**src/rtl/booth_iter_mul_front_pkg.sv**
```systemverilog
// Shared constants and encodings for the iterative radix-4 Booth multiplier front end.
// The default operand width, cycle count, FSM states and Booth digit decode live here.
package booth_iter_mul_front_pkg;

    localparam int DEF_WIDTH = 32;
    localparam int DEF_NCYC  = DEF_WIDTH / 4;

    typedef enum logic [1:0] {
        S_IDLE = 2'd0,
        S_RUN  = 2'd1,
        S_DONE = 2'd2
    } state_e;

    typedef enum logic [2:0] {
        DIG_ZERO = 3'd0,
        DIG_POS1 = 3'd1,
        DIG_POS2 = 3'd2,
        DIG_NEG1 = 3'd3,
        DIG_NEG2 = 3'd4
    } booth_dig_e;

    // Window bits are {b[2j+1], b[2j], b[2j-1]}.
    function automatic booth_dig_e booth_decode(input logic [2:0] win);
        booth_dig_e dig;
        case (win)
            3'b001, 3'b010: dig = DIG_POS1;
            3'b011:         dig = DIG_POS2;
            3'b100:         dig = DIG_NEG2;
            3'b101, 3'b110: dig = DIG_NEG1;
            default:        dig = DIG_ZERO;
        endcase
        return dig;
    endfunction

    function automatic int ncyc_of(input int width);
        return width / 4;
    endfunction

endpackage

```
**src/rtl/booth_iter_mul_front_if.sv**
```systemverilog
// Operand/product bus of the Booth multiplier front end.
// A transfer happens on a rising edge where valid && ready; the sender holds its data until then.
interface booth_iter_mul_front_if
    import booth_iter_mul_front_pkg::*;
#(
    parameter int WIDTH = DEF_WIDTH
);
    logic                 in_valid;
    logic                 in_ready;
    logic [WIDTH-1:0]     in_a;
    logic [WIDTH-1:0]     in_b;
    logic                 out_valid;
    logic                 out_ready;
    logic [2*WIDTH-1:0]   out_sum;
    logic [2*WIDTH-1:0]   out_carry;
    logic                 busy;

    modport master (
        output in_valid, in_a, in_b, out_ready,
        input  in_ready, out_valid, out_sum, out_carry, busy
    );

    modport slave (
        input  in_valid, in_a, in_b, out_ready,
        output in_ready, out_valid, out_sum, out_carry, busy
    );
endinterface

```
**src/rtl/booth_iter_mul_front_csa42.sv**
```systemverilog
// 4:2 compressor over 2*length-bit two's-complement inputs, widened by one bit internally.
// in1+in2+in3+in4+cin == out2 + 2*out1 + 2^(2*length+1)*cout.
module csa_4to2 #(
    parameter int length = 32
) (
    input  logic [2*length-1:0] in1,
    input  logic [2*length-1:0] in2,
    input  logic [2*length-1:0] in3,
    input  logic [2*length-1:0] in4,
    input  logic                cin,
    output logic [2*length:0]   out1,
    output logic [2*length:0]   out2,
    output logic                cout
);
    localparam int N = 2 * length + 1;

    logic [N-1:0] a, b, c, d;
    logic [N-1:0] s1, c1, ci;

    assign a = {in1[2*length-1], in1};
    assign b = {in2[2*length-1], in2};
    assign c = {in3[2*length-1], in3};
    assign d = {in4[2*length-1], in4};

    assign s1 = a ^ b ^ c;
    assign c1 = (a & b) | (a & c) | (b & c);

    // First-stage carries ripple exactly one position into the second stage.
    assign ci   = {c1[N-2:0], cin};
    assign out2 = s1 ^ d ^ ci;
    assign out1 = (s1 & d) | (s1 & ci) | (d & ci);
    assign cout = c1[N-1];
endmodule

```
**src/rtl/booth_iter_mul_front_pp_sel.sv**
```systemverilog
// Radix-4 Booth partial-product selector: picks 0, +M, +2M, -M or -2M from a 3-bit window.
// Output is unshifted; the caller aligns it to the digit weight.
module booth_pp_sel
    import booth_iter_mul_front_pkg::*;
#(
    parameter int WIDTH = DEF_WIDTH
) (
    input  logic [2:0]         win,
    input  logic [2*WIDTH-1:0] m,
    input  logic [2*WIDTH-1:0] m2,
    input  logic [2*WIDTH-1:0] mn,
    input  logic [2*WIDTH-1:0] m2n,
    output logic [2*WIDTH-1:0] pp
);
    booth_dig_e dig;

    always_comb begin
        dig = booth_decode(win);
        pp  = '0;
        case (dig)
            DIG_POS1: pp = m;
            DIG_POS2: pp = m2;
            DIG_NEG1: pp = mn;
            DIG_NEG2: pp = m2n;
            default:  pp = '0;
        endcase
    end
endmodule

```
**src/rtl/booth_iter_mul_front.sv**
```systemverilog
// Iterative radix-4 Booth multiplier front end: two partial products per cycle folded
// into a redundant sum/carry accumulator; the product is out_sum + out_carry mod 2^(2*WIDTH).
module booth_iter_mul_front
    import booth_iter_mul_front_pkg::*;
#(
    parameter int WIDTH = DEF_WIDTH
) (
    input  logic                  clk,
    input  logic                  rst_n,
    booth_iter_mul_front_if.slave bus,
    output state_e                dbg_state
);
    localparam int PW   = 2 * WIDTH;
    localparam int NCYC = ncyc_of(WIDTH);
    localparam int CW   = (NCYC > 1) ? $clog2(NCYC) : 1;

    state_e state, state_nxt;

    logic [PW-1:0]    m_r, m2_r, mn_r, m2n_r;
    logic [WIDTH-1:0] b_sh;
    logic             b_last;
    logic [PW-1:0]    acc_sum, acc_carry;
    logic [CW-1:0]    cnt;

    logic [PW-1:0]    m_ext;
    logic [2:0]       win0, win1;
    logic [PW-1:0]    sel0, sel1, pp0, pp1;
    logic [PW:0]      c_out1, c_out2;
    logic             c_cout;
    logic             unused_bits;

    assign m_ext = {{WIDTH{bus.in_a[WIDTH-1]}}, bus.in_a};

    // b_sh is consumed four bits per cycle; b_last carries the overlap bit b[4*cnt-1].
    assign win0 = {b_sh[1:0], b_last};
    assign win1 = b_sh[3:1];

    booth_pp_sel #(.WIDTH(WIDTH)) u_sel0 (
        .win (win0),
        .m   (m_r),
        .m2  (m2_r),
        .mn  (mn_r),
        .m2n (m2n_r),
        .pp  (sel0)
    );

    booth_pp_sel #(.WIDTH(WIDTH)) u_sel1 (
        .win (win1),
        .m   (m_r),
        .m2  (m2_r),
        .mn  (mn_r),
        .m2n (m2n_r),
        .pp  (sel1)
    );

    assign pp0 = sel0 << {cnt, 2'b00};
    assign pp1 = sel1 << {cnt, 2'b10};

    csa_4to2 #(.length(WIDTH)) u_csa (
        .in1  (acc_sum),
        .in2  (acc_carry),
        .in3  (pp0),
        .in4  (pp1),
        .cin  (1'b0),
        .out1 (c_out1),
        .out2 (c_out2),
        .cout (c_cout)
    );

    // Bits at or above 2^PW are dropped; the accumulator is exact modulo 2^PW.
    assign unused_bits = ^{c_out2[PW], c_out1[PW:PW-1], c_cout};

    always_ff @(posedge clk or negedge rst_n) begin
        if (!rst_n) state <= S_IDLE;
        else        state <= state_nxt;
    end

    always_comb begin
        state_nxt = state;
        case (state)
            S_IDLE: if (bus.in_valid) state_nxt = S_RUN;
            S_RUN:  if (cnt == CW'(NCYC - 1)) state_nxt = S_DONE;
            S_DONE: if (bus.out_ready) state_nxt = S_IDLE;
            default: state_nxt = S_IDLE;
        endcase
    end

    always_ff @(posedge clk or negedge rst_n) begin
        if (!rst_n) begin
            m_r       <= '0;
            m2_r      <= '0;
            mn_r      <= '0;
            m2n_r     <= '0;
            b_sh      <= '0;
            b_last    <= 1'b0;
            acc_sum   <= '0;
            acc_carry <= '0;
            cnt       <= '0;
        end else begin
            case (state)
                S_IDLE: begin
                    if (bus.in_valid) begin
                        m_r       <= m_ext;
                        m2_r      <= m_ext << 1;
                        mn_r      <= -m_ext;
                        m2n_r     <= -(m_ext << 1);
                        b_sh      <= bus.in_b;
                        b_last    <= 1'b0;
                        acc_sum   <= '0;
                        acc_carry <= '0;
                        cnt       <= '0;
                    end
                end
                S_RUN: begin
                    acc_sum   <= c_out2[PW-1:0];
                    acc_carry <= {c_out1[PW-2:0], 1'b0};
                    cnt       <= cnt + 1'b1;
                    b_sh      <= b_sh >> 4;
                    b_last    <= b_sh[3];
                end
                default: ;
            endcase
        end
    end

    assign bus.in_ready  = (state == S_IDLE);
    assign bus.out_valid = (state == S_DONE);
    assign bus.busy      = (state != S_IDLE);
    assign bus.out_sum   = acc_sum;
    assign bus.out_carry = acc_carry;
    assign dbg_state     = state;
endmodule

```
**src/flat_wrapper.sv**
```systemverilog
// flat-port wrapper written by rule: the top's interface ports become plain ports
module booth_iter_mul_front_flat import booth_iter_mul_front_pkg::*;
#(
    parameter int WIDTH = DEF_WIDTH
)
  (clk, rst_n, dbg_state, bus_in_valid, bus_in_a, bus_in_b, bus_out_ready, bus_in_ready, bus_out_valid, bus_out_sum, bus_out_carry, bus_busy);
  booth_iter_mul_front_if #(.WIDTH(WIDTH)) bus_i ();
  input  logic clk;
  input  logic rst_n;
  output state_e dbg_state;
  input wire logic [$bits(bus_i.in_valid)-1:0] bus_in_valid;
  input wire logic [$bits(bus_i.in_a)-1:0] bus_in_a;
  input wire logic [$bits(bus_i.in_b)-1:0] bus_in_b;
  input wire logic [$bits(bus_i.out_ready)-1:0] bus_out_ready;
  output wire logic [$bits(bus_i.in_ready)-1:0] bus_in_ready;
  output wire logic [$bits(bus_i.out_valid)-1:0] bus_out_valid;
  output wire logic [$bits(bus_i.out_sum)-1:0] bus_out_sum;
  output wire logic [$bits(bus_i.out_carry)-1:0] bus_out_carry;
  output wire logic [$bits(bus_i.busy)-1:0] bus_busy;
  assign bus_i.in_valid = bus_in_valid;
  assign bus_i.in_a = bus_in_a;
  assign bus_i.in_b = bus_in_b;
  assign bus_i.out_ready = bus_out_ready;
  assign bus_in_ready = bus_i.in_ready;
  assign bus_out_valid = bus_i.out_valid;
  assign bus_out_sum = bus_i.out_sum;
  assign bus_out_carry = bus_i.out_carry;
  assign bus_busy = bus_i.busy;
  booth_iter_mul_front #(.WIDTH(WIDTH)) u_core (.clk(clk), .rst_n(rst_n), .bus(bus_i), .dbg_state(dbg_state));
endmodule
```
**config.mk**
```make
export PLATFORM = sky130hd
export DESIGN_NAME = booth_iter_mul_front_flat
export DESIGN_NICKNAME = d
export VERILOG_FILES = /design/src/rtl/booth_iter_mul_front_pkg.sv /design/src/rtl/booth_iter_mul_front_if.sv /design/src/rtl/booth_iter_mul_front_csa42.sv /design/src/rtl/booth_iter_mul_front_pp_sel.sv /design/src/rtl/booth_iter_mul_front.sv /design/src/flat_wrapper.sv
export SDC_FILE = /design/constraint.sdc
export NUM_CORES = 1
export LEC_CHECK = 0
export ABC_AREA = 1
export CORE_ASPECT_RATIO = 1.75
export CORE_MARGIN = 5
export CORE_UTILIZATION = 40
export DETAILED_ROUTE_END_ITERATION = 8
export GPL_ROUTABILITY_DRIVEN = 1
export PLACE_DENSITY_LB_ADDON = 0.25
export SYNTH_ARGS = -nofsm -noshare
export SYNTH_HDL_FRONTEND = slang
export SYNTH_HIERARCHICAL = 1
export SYNTH_SLANG_ARGS = --single-unit
export TNS_END_PERCENT = 1
```
**constraint.sdc**
```tcl
create_clock -name clk -period 6.6 [get_ports clk]
set_input_delay 1.98 -clock clk [delete_from_list [all_inputs] [get_ports clk]]
set_output_delay 1.98 -clock clk [all_outputs]
set_load 0.005 [all_outputs]
```
Word-level counts from Yosys, hierarchy flattened:

Index checks and enable logic that the tools add are counted.

* register bits: 358
* output and inout port bits: 133
* word-level logic and storage cells: 82

* add/sub/neg operators: 3
* equality and inequality tests: 26
* shift operators: 2
* multiplexer cells: 17
* bitwise operators: 14
* reductions and logical operators: 10

Operators with widths (number)
* $pmux W64 S4: 2
* $and A63 B63 Y63: 6
* $pmux W64 S2: 2
* $xor A64 B64 Y64: 4
* $or A63 B63 Y63: 4
* $neg A64 Y64: 2
* $shl A64 B5 Y64: 2
* $mux W64: 1
* $pmux W32 S2: 1
* $mux W32: 1
* $eq A3 B3 Y1 const B: 9
* $eq A3 B2 Y1 const B: 8
* $pmux W3 S4: 2
* $eq A3 B1 Y1 const B: 4
* $reduce_or A2 Y1: 4
* $mux W2: 3
* $pmux W2 S3: 1
* $pmux W3 S2: 1
* $ne A2 B2 Y1 const B: 2
* $reduce_and A2 Y1: 2
* $reduce_bool A2 Y1: 2
* $add A3 B1 Y3 const B: 1
* $mux W3: 1
* $reduce_and A3 Y1: 1
* other kinds (6): 6

Depth between registers and ports, before layout:

* word-level depth: 13
* mapped depth: 17
* depth with buffers taken out: 15

By module:

The synthesis kept the hierarchy.

By module, submodules not included
* booth_iter_mul_front: instances 1, cells each 1784, area each 14178.6 sq um
* booth_pp_sel: instances 2, cells each 530, area each 2911.5 sq um
* csa_4to2: instances 1, cells each 147, area each 2638.8 sq um

Worst setup path before layout:

OpenSTA, ideal clock, no wires.

* kind: register -> register
* start point: register u_core.m_r[31]
* end point: register u_core.acc_sum[59], in the netlist u_core/bus.out_sum[59]
* library setup time: 121 ps
* arrival time: 4212 ps
* data required time: 6479 ps
* path slack: 2267 ps
* stages on the path, launching flop included: 13
* path buffers: 0
* cell sequence: dfrtp_1 nand4_1 nand2_1 inv_1 nand3_1 or2_2 o21ai_0 o21ai_0 nand2_1 o21ai_0 fa_1 fa_1 a22o_1

* elaborated cells between the ends (all ways): 12
* those cells by class: shift (2); mux (3); bitwise (7)

RTL lines
* start, declared: line booth_iter_mul_front.sv:19 `logic [PW-1:0] m_r, m2_r, mn_r, m2n_r;`
* start signal, assigned: line booth_iter_mul_front.sv:103 `m_r <= m_ext;`
* $pmux W64 S4: line booth_iter_mul_front_pp_sel.sv:20 `case (dig)`
* net u_core.sel0[43]: line booth_iter_mul_front.sv:27 `logic [PW-1:0] sel0, sel1, pp0, pp1;`
* $shl A64 B5 Y64: line booth_iter_mul_front.sv:56 `assign pp0 = sel0 << {cnt, 2'b00};`
* net u_core.pp0[59]: line booth_iter_mul_front.sv:27
* $xor A64 B64 Y64: line booth_iter_mul_front_csa42.sv:25 `assign s1 = a ^ b ^ c;`
* $xor A64 B64 Y64 (2 in series): line booth_iter_mul_front_csa42.sv:30 `assign out2 = s1 ^ d ^ ci;`
* net u_core.c_out2[59]: line booth_iter_mul_front.sv:28 `logic [PW:0] c_out1, c_out2;`
* $pmux W64 S2: line booth_iter_mul_front.sv:100 `case (state)`
* end signal, assigned: line booth_iter_mul_front.sv:115 `acc_sum <= c_out2[PW-1:0];`
* end, declared: line booth_iter_mul_front.sv:22 `logic [PW-1:0] acc_sum, acc_carry;`

The timed path passes the listed nets, and every way through them passes these cells.
A chain may end at the register's enable or synchronous reset.

Worst setup path in the final report:

* start point: register u_core.b_sh[1]
* end point: register u_core.acc_sum[53], in the netlist u_core/bus.out_sum[53]

* elaborated cells between the ends (all ways): 38
* those cells by class: eq/ne (20); shift (2); mux (5); bitwise (7); reduce/logical (4)

RTL lines
* start, declared: line booth_iter_mul_front.sv:20 `logic [WIDTH-1:0] b_sh;`
* start signal, assigned: line booth_iter_mul_front.sv:107 `b_sh <= bus.in_b;`
* start signal, assigned: line booth_iter_mul_front.sv:118 `b_sh <= b_sh >> 4;`
* $eq A3 B3 Y1, or another cell as far along: line booth_iter_mul_front_pkg.sv:25 `case (win)`
* $reduce_or A2 Y1: line booth_iter_mul_front_pkg.sv:25
* $pmux W3 S4 (*): line booth_iter_mul_front_pkg.sv:25
* $eq A3 B3 Y1, or another cell as far along: line booth_iter_mul_front_pp_sel.sv:20
* $pmux W64 S4 (*): line booth_iter_mul_front_pp_sel.sv:20
* net u_core.sel1[31]: line booth_iter_mul_front.sv:27
* $shl A64 B5 Y64 (*): line booth_iter_mul_front.sv:57 `assign pp1 = sel1 << {cnt, 2'b10};`
* net u_core.pp1[53]: line booth_iter_mul_front.sv:27
* $xor A64 B64 Y64 (*) (2 in series): line booth_iter_mul_front_csa42.sv:30
* net u_core.c_out2[53]: line booth_iter_mul_front.sv:28
* $pmux W64 S2 (*): line booth_iter_mul_front.sv:100

The timed path passes the listed nets; every way through them passes the cells marked *.

==> metrics.yaml <==
critical_path:
  critical-path-max-stage-delay_ns: 1.05
  critPathLaunchType: "register"
  crit_fanout: 88
  critPathMostFrequentCell: "o21ai_0"
  crit_chain: "buf_4, nand2_4, buf_4, nand4_1, nand3_1, nand2_1, o21ai_0, o21ai_0, o21ai_0, fa_1, a22o_1"
  crit_path_top_delay_cell: "dfrtp_4"
  cp_data_required_time_ns: 7.05
  arrival_ns: 5.02
  criticalPathCategory: "register to register"
  cp-end-kind: "register"
clock_tree:
  numCtsBuffers: 27
  clk_latency_ns: 0.58
  cts_max_path_buffers: 3
  cts_tree: "done"
  cts.sinks: 260
  ctsResizeCount: 0
  cts_setup_buffers: 0
  clk_transition_reported_paths_ns: 0.07
  cts_hold_buf: 0
  htreeDepth: 1
  cts_root_buf: "clkbuf_16"
sta:
  period_minus_slack_ns: 4.570
  hold_violations: 0
  relSlewSlack: 0.3125
  worst_pin_slew_ns: 1.031
  fin_tns_setup_ns: 0
  skew_ns: 0.02247
  slew_viol_final: 0
  rsz0062_at_grt: "false"
  fin_crit_sh: 0.6924
  max_freq_ghz: 0.2188
  setup_viol: 0
grt:
  grt_start_max_net_pins: 172
  track_usage: 0.2672
  grt_pass1_vias: 21430
  antenna_found_initial: 0
  grt_pass1_wl_um: 129500
  grt-ovfl-total: 0
worst_hold_path:
  hold_path_class: "register to register"
cells_and_area:
  layout.cells.non_filler: 3678
  diodes: 0
  fin_area_sq_mm: 0.02512
  multiInputGateArea_sq_mm: 0.01357
  drive_gt1_frac: 0.05343
  nets: 3156
  fillerInstances: 5584
  seq_area_sq_mm: 0.006533
  syn2layout_area_growth_pct: 11.52
route:
  ant_nets: 0
  wl_um: 84680
  wl_per_cell_um: 23.02
  drc: 0
  via_count: 22440
  dr.first_iter.drc_count: 2982
  avgViaCountPerCell: 6.102
  dr.pass1.iters: 6
placement:
  numPortBuffers: 199
  dp_hpwl_um: 61650
  dp_cells: 3629
  gp_congestion: 0.9798
  placed_area_sq_mm: 0.02416
synth:
  syn_area_sq_mm: 0.02253
  yosys_warnings: 6
  synth_cells: 2968
  synth.avg_cell_area_sq_um: 7.590
flow_run:
  cap_violations: 0
floorplan:
  initial_core_util: 0.4025
  core_sq_mm: 0.05597
  pin_count: 201
  die_area_sq_mm: 0.06135
  die_x_um: 189.4
  rows: 115
  die_h_um: 323.9
run_status:
  status: "finished, final reports clean"
-- critical path, delay by kind of cell (launching register included) --
family,cells,cell delay [ns]
compound gates,4,1.26
fa+ha+maj,1,0.51
buf+inv,2,0.96
flops,1,1.05
simple gates,4,0.56
-- per-stage QoR --
stage	hold slack, ns	util	worst slack [ns]
after floorplan	0.4420	-	2.328
after global placement	0.4597	0.4316	2.207
after detailed placement	0.4628	0.4316	2.149
after CTS	0.4789	0.4488	2.165
after global routing	0.5097	0.4488	1.895
final	0.4763	0.4488	2.030
-- per-layer routing --
metal / up-vias / wire (um) / track usage
li1: 10240 / - / -
met1: 10790 / 31940 / 0.3292
met2: 1184 / 41470 / 0.4583
met3: 237 / 5540 / 0.03025
met4: 0 / 5718 / 0.1459
met5: - / 0 / 0
-- state kept, by name, summed over array words and instances, names as in the netlist --
register / cells
u_core/bus.out_carry: 63
u_core/b_last: 1
u_core/bus.out_sum: 64
u_core/dbg_state: 2
u_core/cnt: 3
u_core/mn_r: 63
u_core/b_sh: 32
u_core/m_r: 32
-- worst paths after layout --
kind / startpoint / to / slack [ns] / cells after the start
worst max-delay path: u_core/b_sh[1]$_DFFE_PN0P_ / u_core/bus.out_sum[53]$_DFFE_PN0P_ / 2.03 / 11
worst min-delay path: u_core/mn_r[63]$_DFFE_PN0P_ / u_core/mn_r[63]$_DFFE_PN0P_ / 0.48 / 2
worst max register to register: u_core/b_sh[1]$_DFFE_PN0P_ / u_core/bus.out_sum[53]$_DFFE_PN0P_ / 2.03 / 11
worst min register to register: u_core/mn_r[63]$_DFFE_PN0P_ / u_core/mn_r[63]$_DFFE_PN0P_ / 0.48 / 2
max in group asynchronous: rst_n / u_core/bus.out_carry[49]$_DFFE_PN0P_ / 3.93 / 2
min in group asynchronous: rst_n / u_core/m_r[15]$_DFFE_PN0P_ / 1.38 / 1
-- final cells by class --
cell class,instances,area share
Inverter,222,0.03342
Multi-Input combinational cell,2208,0.5403
Tap cell,702,0.03496
Sequential cell,260,0.2600
Timing Repair Buffer,237,0.09284
Clock buffer,33,0.03018
Clock inverter,16,0.008218
-- cells in the final DEF (no fill, tap or decap), types with 4 or more instances in the layout --
cell type        instances
xor2_1                   6
nand2_4                  6
nor2_1                 117
clkdlybuf4s50_1        198
buf_12                   4
buf_4                   34
nor2_4                   7
dfrtp_4                  6
conb_1                   9
clkbuf_8                 6
nor2_2                   4
a211oi_1                 9
clkinv_2                 5
fa_1                   127
dfrtp_1                251
nor3_1                  18
bufinv_16                4
o21ai_0                190
inv_6                    4
a22o_1                 128
inv_1                  206
o211ai_1                18
nand4_1                397
nand3_2                 21
ha_1                     5
clkbuf_16               27
nand3_1                345
inv_2                   14
o21ai_1                 20
mux2i_1                 55
nand2_1                712
Power is left out: the tool's default activity adds up to more than one toggle a clock period on the data nets, which glitch-free logic cannot reach.
==> RTL edit 1: new RTL, same flow settings <==
Put one more register stage on the output `dbg_state`. The value now appears one clock later. The other outputs are not delayed to match.
--- a/src/rtl/booth_iter_mul_front.sv
+++ b/src/rtl/booth_iter_mul_front.sv
@@ -130,3 +130,5 @@
     assign bus.out_carry = acc_carry;
-    assign dbg_state     = state;
+    always_ff @(posedge clk) begin
+        dbg_state <= state;
+    end
 endmodule
Function: changed (Yosys sat finds a counterexample within 4 cycles, from zero or initial values and one cycle with rst_n low).
==> RTL edit 1 against the original RTL <==
  * Synthesized cell count is 0.67% lower
  * Sequential cell count rose by 2
  * Area after synthesis down 0.38%
  * Count of clock-buffer cells in the layout increased by 1
  * Routed wire length down 0.72%
  * Via count down 0.59%
  * Worst setup slack got worse by 0.25 ns
  * Fmax decreased by 5.2%
  * Core utilization is 0.20 points lower
  * Final area is 0.44% lower
  * Die area is 0.36% lower
Power is left out: the tool's default activity adds up to more than one toggle a clock period on the data nets, which glitch-free logic cannot reach.
==> RTL edit 1: results (changes against the original RTL) <==
WL per Instance = 23.0 um (about the same)
routing usage on met2 = 45.6% (was 45.8%)
Slew headroom = 25.3% (was 31.3%)
CP max FO = 54 (was 88)
GR Util met3 = 2.52% (was 3.03%)
Routed met3 length = 5.48 mm (was 5.54 mm)
layout cells sized above 1 = 5.41% (was 5.34%)
largest net degree at the start of global routing = 152 (was 172)
reg2reg setup slack = 1.78 ns (was 2.03 ns)
WHS = 0.461 ns (was 0.476 ns)
fin cells = 3657 (was 3678)
Post-DP HPWL = 61.3 mm (was 61.7 mm)
Inst Count DP = 3608 (was 3629)
met1 Use GR = 34.3% (was 32.9%)
dpl ws = 1.65 ns (was 2.15 ns)
Worst EP arrival = 5.28 ns (was 5.02 ns)
Mapped Avg Cell Area = 7.61 sq um (was 7.59 sq um)
filler cell count = 5641 (was 5584)
status = finished clean (unchanged)
DRT met1 WL = 32.2 mm (was 31.9 mm)
total track usage = 26.6% (was 26.7%)
first-pass GRT wire length = 129 mm (about the same)
length of routed met2 wiring = 42.1 mm (was 41.5 mm)
vias in the first global route = 21200 (was 21400)
DP Area = 24100 sq um (was 24200 sq um)
CP peak stage delay = 0.76 ns (was 1.05 ns)
DR iter-0 viols = 2548 (was 2982)
==> RTL edit 1: path summary, 6_finish.rpt <==
kind	from	end	cells past startpoint
setup reg to reg	u_core/b_sh[1]	u_core/bus.out_sum[16]	13
hold reg to reg	u_core/state[0]	u_core/dbg_state[0]	0
setup / recovery	u_core/b_sh[1]	u_core/bus.out_sum[16]	13
min in group asynchronous	rst_n	u_core/mn_r[56]	1
max in group asynchronous	rst_n	u_core/bus.out_sum[8]	2
hold / removal	u_core/state[0]	u_core/dbg_state[0]	0
==> RTL edit 1: final cells by class <==
| type | instances | area, sq um | area share, % |
|---|---|---|---|
| flip-flops and latches | 262 | 6570 | 26.3 |
| clock inverters | 15 | 165 | 0.660 |
| inverters | 222 | 837 | 3.35 |
| well taps | 702 | 878 | 3.51 |
| clock buffers | 34 | 742 | 2.97 |
| repair buffers | 235 | 2300 | 9.21 |
| multi-input cells | 2187 | 13500 | 54.0 |
==> RTL edit 2: new RTL, config.mk and constraints unchanged <==
Without the edit above. Change the package constant `DEF_WIDTH` from 32 to 16.
--- a/src/rtl/booth_iter_mul_front_pkg.sv
+++ b/src/rtl/booth_iter_mul_front_pkg.sv
@@ -4,3 +4,3 @@
 
-    localparam int DEF_WIDTH = 32;
+    localparam int DEF_WIDTH = 16;
     localparam int DEF_NCYC  = DEF_WIDTH / 4;
Interface: changed (resized bus_in_a, bus_in_b, bus_out_carry and bus_out_sum); port bits go from 201 to 105. No check against the original RTL was run, so the function may have changed too.
==> RTL edit 2 against the original RTL <==
  * Sequential share of layout area grew 0.88 points
  * Routed wire length shrank 60%
  * Sequential cell count shrank 129
  * Global-route usage shrank 4.3 points
  * Via count shrank 53%
  * Critical endpoint is now u_core/bus.out_sum[15]
  * Critical path depth grew 3
  * Worst setup slack gained 0.63 ns
  * Area after synthesis shrank 52%
  * Final area shrank 51%
  * Non-clock buffer count shrank 119
==> RTL edit 2: results (changes against the original RTL) <==
Inst Count DP = 1801 (was 3629)
final wirelength = 34.0 mm (was 84.7 mm)
DRT met1 WL = 13.0 mm (was 31.9 mm)
family with the most delay on the worst path = buffers and inverters (was compound AO/OA/AOI/OAI gates)
Register-to-Register Path Depth = 14 (was 11)
H-tree depth = 4 (was 1)
crit path launch type = flip-flop (unchanged)
Slew headroom = 28.9% (was 31.3%)
DR iter-0 viols = 1109 (was 2982)
DRT Pass-1 Iters = 5 (was 6)
reg2reg setup slack = 2.66 ns (was 2.03 ns)
DP Area = 11600 sq um (was 24200 sq um)
Clock Skews = 0.00905 ns (was 0.0225 ns)
CP peak stage delay = 0.85 ns (was 1.05 ns)
gpl congestion = 0.942 (was 0.980)
WHS = 0.489 ns (was 0.476 ns)
CP max FO = 64 (was 88)
Worst EP arrival = 4.33 ns (was 5.02 ns)
largest net degree at the start of global routing = 87 (was 172)
first-pass GRT wire length = 53.9 mm (was 129 mm)
Mapped Avg Cell Area = 7.30 sq um (was 7.59 sq um)
Post-DP HPWL = 24.1 mm (was 61.7 mm)
TritonCTS Buffers = 17 (was 27)
Critical Path Slowest Stage Cell = inv_2 (was dfrtp_4)
Post-CTS Setup Inserts = 0 (unchanged)
length of routed met2 wiring = 17.3 mm (was 41.5 mm)
leak pwr = 0.00577 uW
Via Count = 10500 (was 22400)
vias in the first global route = 9723 (was 21400)
clock insertion delay at the later pin of the skew report = 0.45 ns (was 0.58 ns)
worst hold start = u_core/mn_r[31] (was u_core/mn_r[63])
total track usage = 22.4% (was 26.7%)
Max rail drop VDD = 0.282 mV
# nets final = 1599 (was 3156)
Hold Path Sink = u_core/mn_r[31] (was u_core/mn_r[63])
worst r2r dst = u_core/bus.out_sum[15] (was u_core/bus.out_sum[53])
Clock transition at path regs = 0.06 ns
status = finished clean (unchanged)
Routed met3 length = 1.85 mm (was 5.54 mm)
IO buf count = 103 (was 199)
post-CTS resize count = 0 (unchanged)
layout cells sized above 1 = 4.71% (was 5.34%)
Layout Utilization = 45.8% (was 44.9%)
max FFs per register = 32 (was 64)
Hold Crit Class = reg2reg (unchanged)
filler cell count = 2707 (was 5584)
Worst R2R Start = u_core/b_sh[1] (unchanged)
CTS Buffer Depth = 2 (was 3)
WL per Instance = 18.5 um (was 23.0 um)
[RTL edit 2: power by group]
group	switching [uW]	internal, uW	total, uW	leakage [uW]
Combinational	3450	1970	5410	0.00385
Clock	391	557	949	0.000276
Sequential	480	1200	1680	0.00164
Total	4320	3730	8040	0.00577
[RTL edit 2: worst reg2reg max path, cell delays in order, from the launching register on]
cell,delay [ns]
dfrtp_2,0.38
buf_4,0.30
inv_2,0.87
nand4_1,0.16
nand2_1,0.13
inv_1,0.04
nand3_1,0.07
inv_1,0.15
nand2_1,0.09
o21ai_0,0.11
o21ai_0,0.40
fa_1,0.50
fa_1,0.49
nand3_1,0.08
nand2_1,0.12
[RTL edit 2: routing by layer]
| metal | vias to the layer above | track usage [%] |
|---|---|---|
| met2 | 398 | 37.8 |
| met5 | - | 0 |
| met1 | 5056 | 26.7 |
| met3 | 91 | 4.11 |
| li1 | 4998 | - |
| met4 | 0 | 12.9 |
[RTL edit 2: worst max path at each step]
stage	to	slack [ns]
6_report	u_core/bus.out_sum[15]	2.66
5_1_grt	u_core/bus.out_sum[14]	2.40
4_1_cts	u_core/bus.out_sum[14]	2.75
3_5_place_dp	u_core/bus.out_sum[18]	2.68
3_3_place_gp	u_core/bus.out_sum[18]	2.72
2_1_floorplan	bus_busy	3.50
[RTL edit 2: layout make-up]
class / count / share of cell area, %
tap: 324 / 3.32
multi-input combinational: 1101 / 51.7
inverter: 127 / 3.90
clock buffer: 17 / 3.48
sequential: 131 / 26.9
timing repair buffer: 118 / 9.38
clock inverter: 15 / 1.29
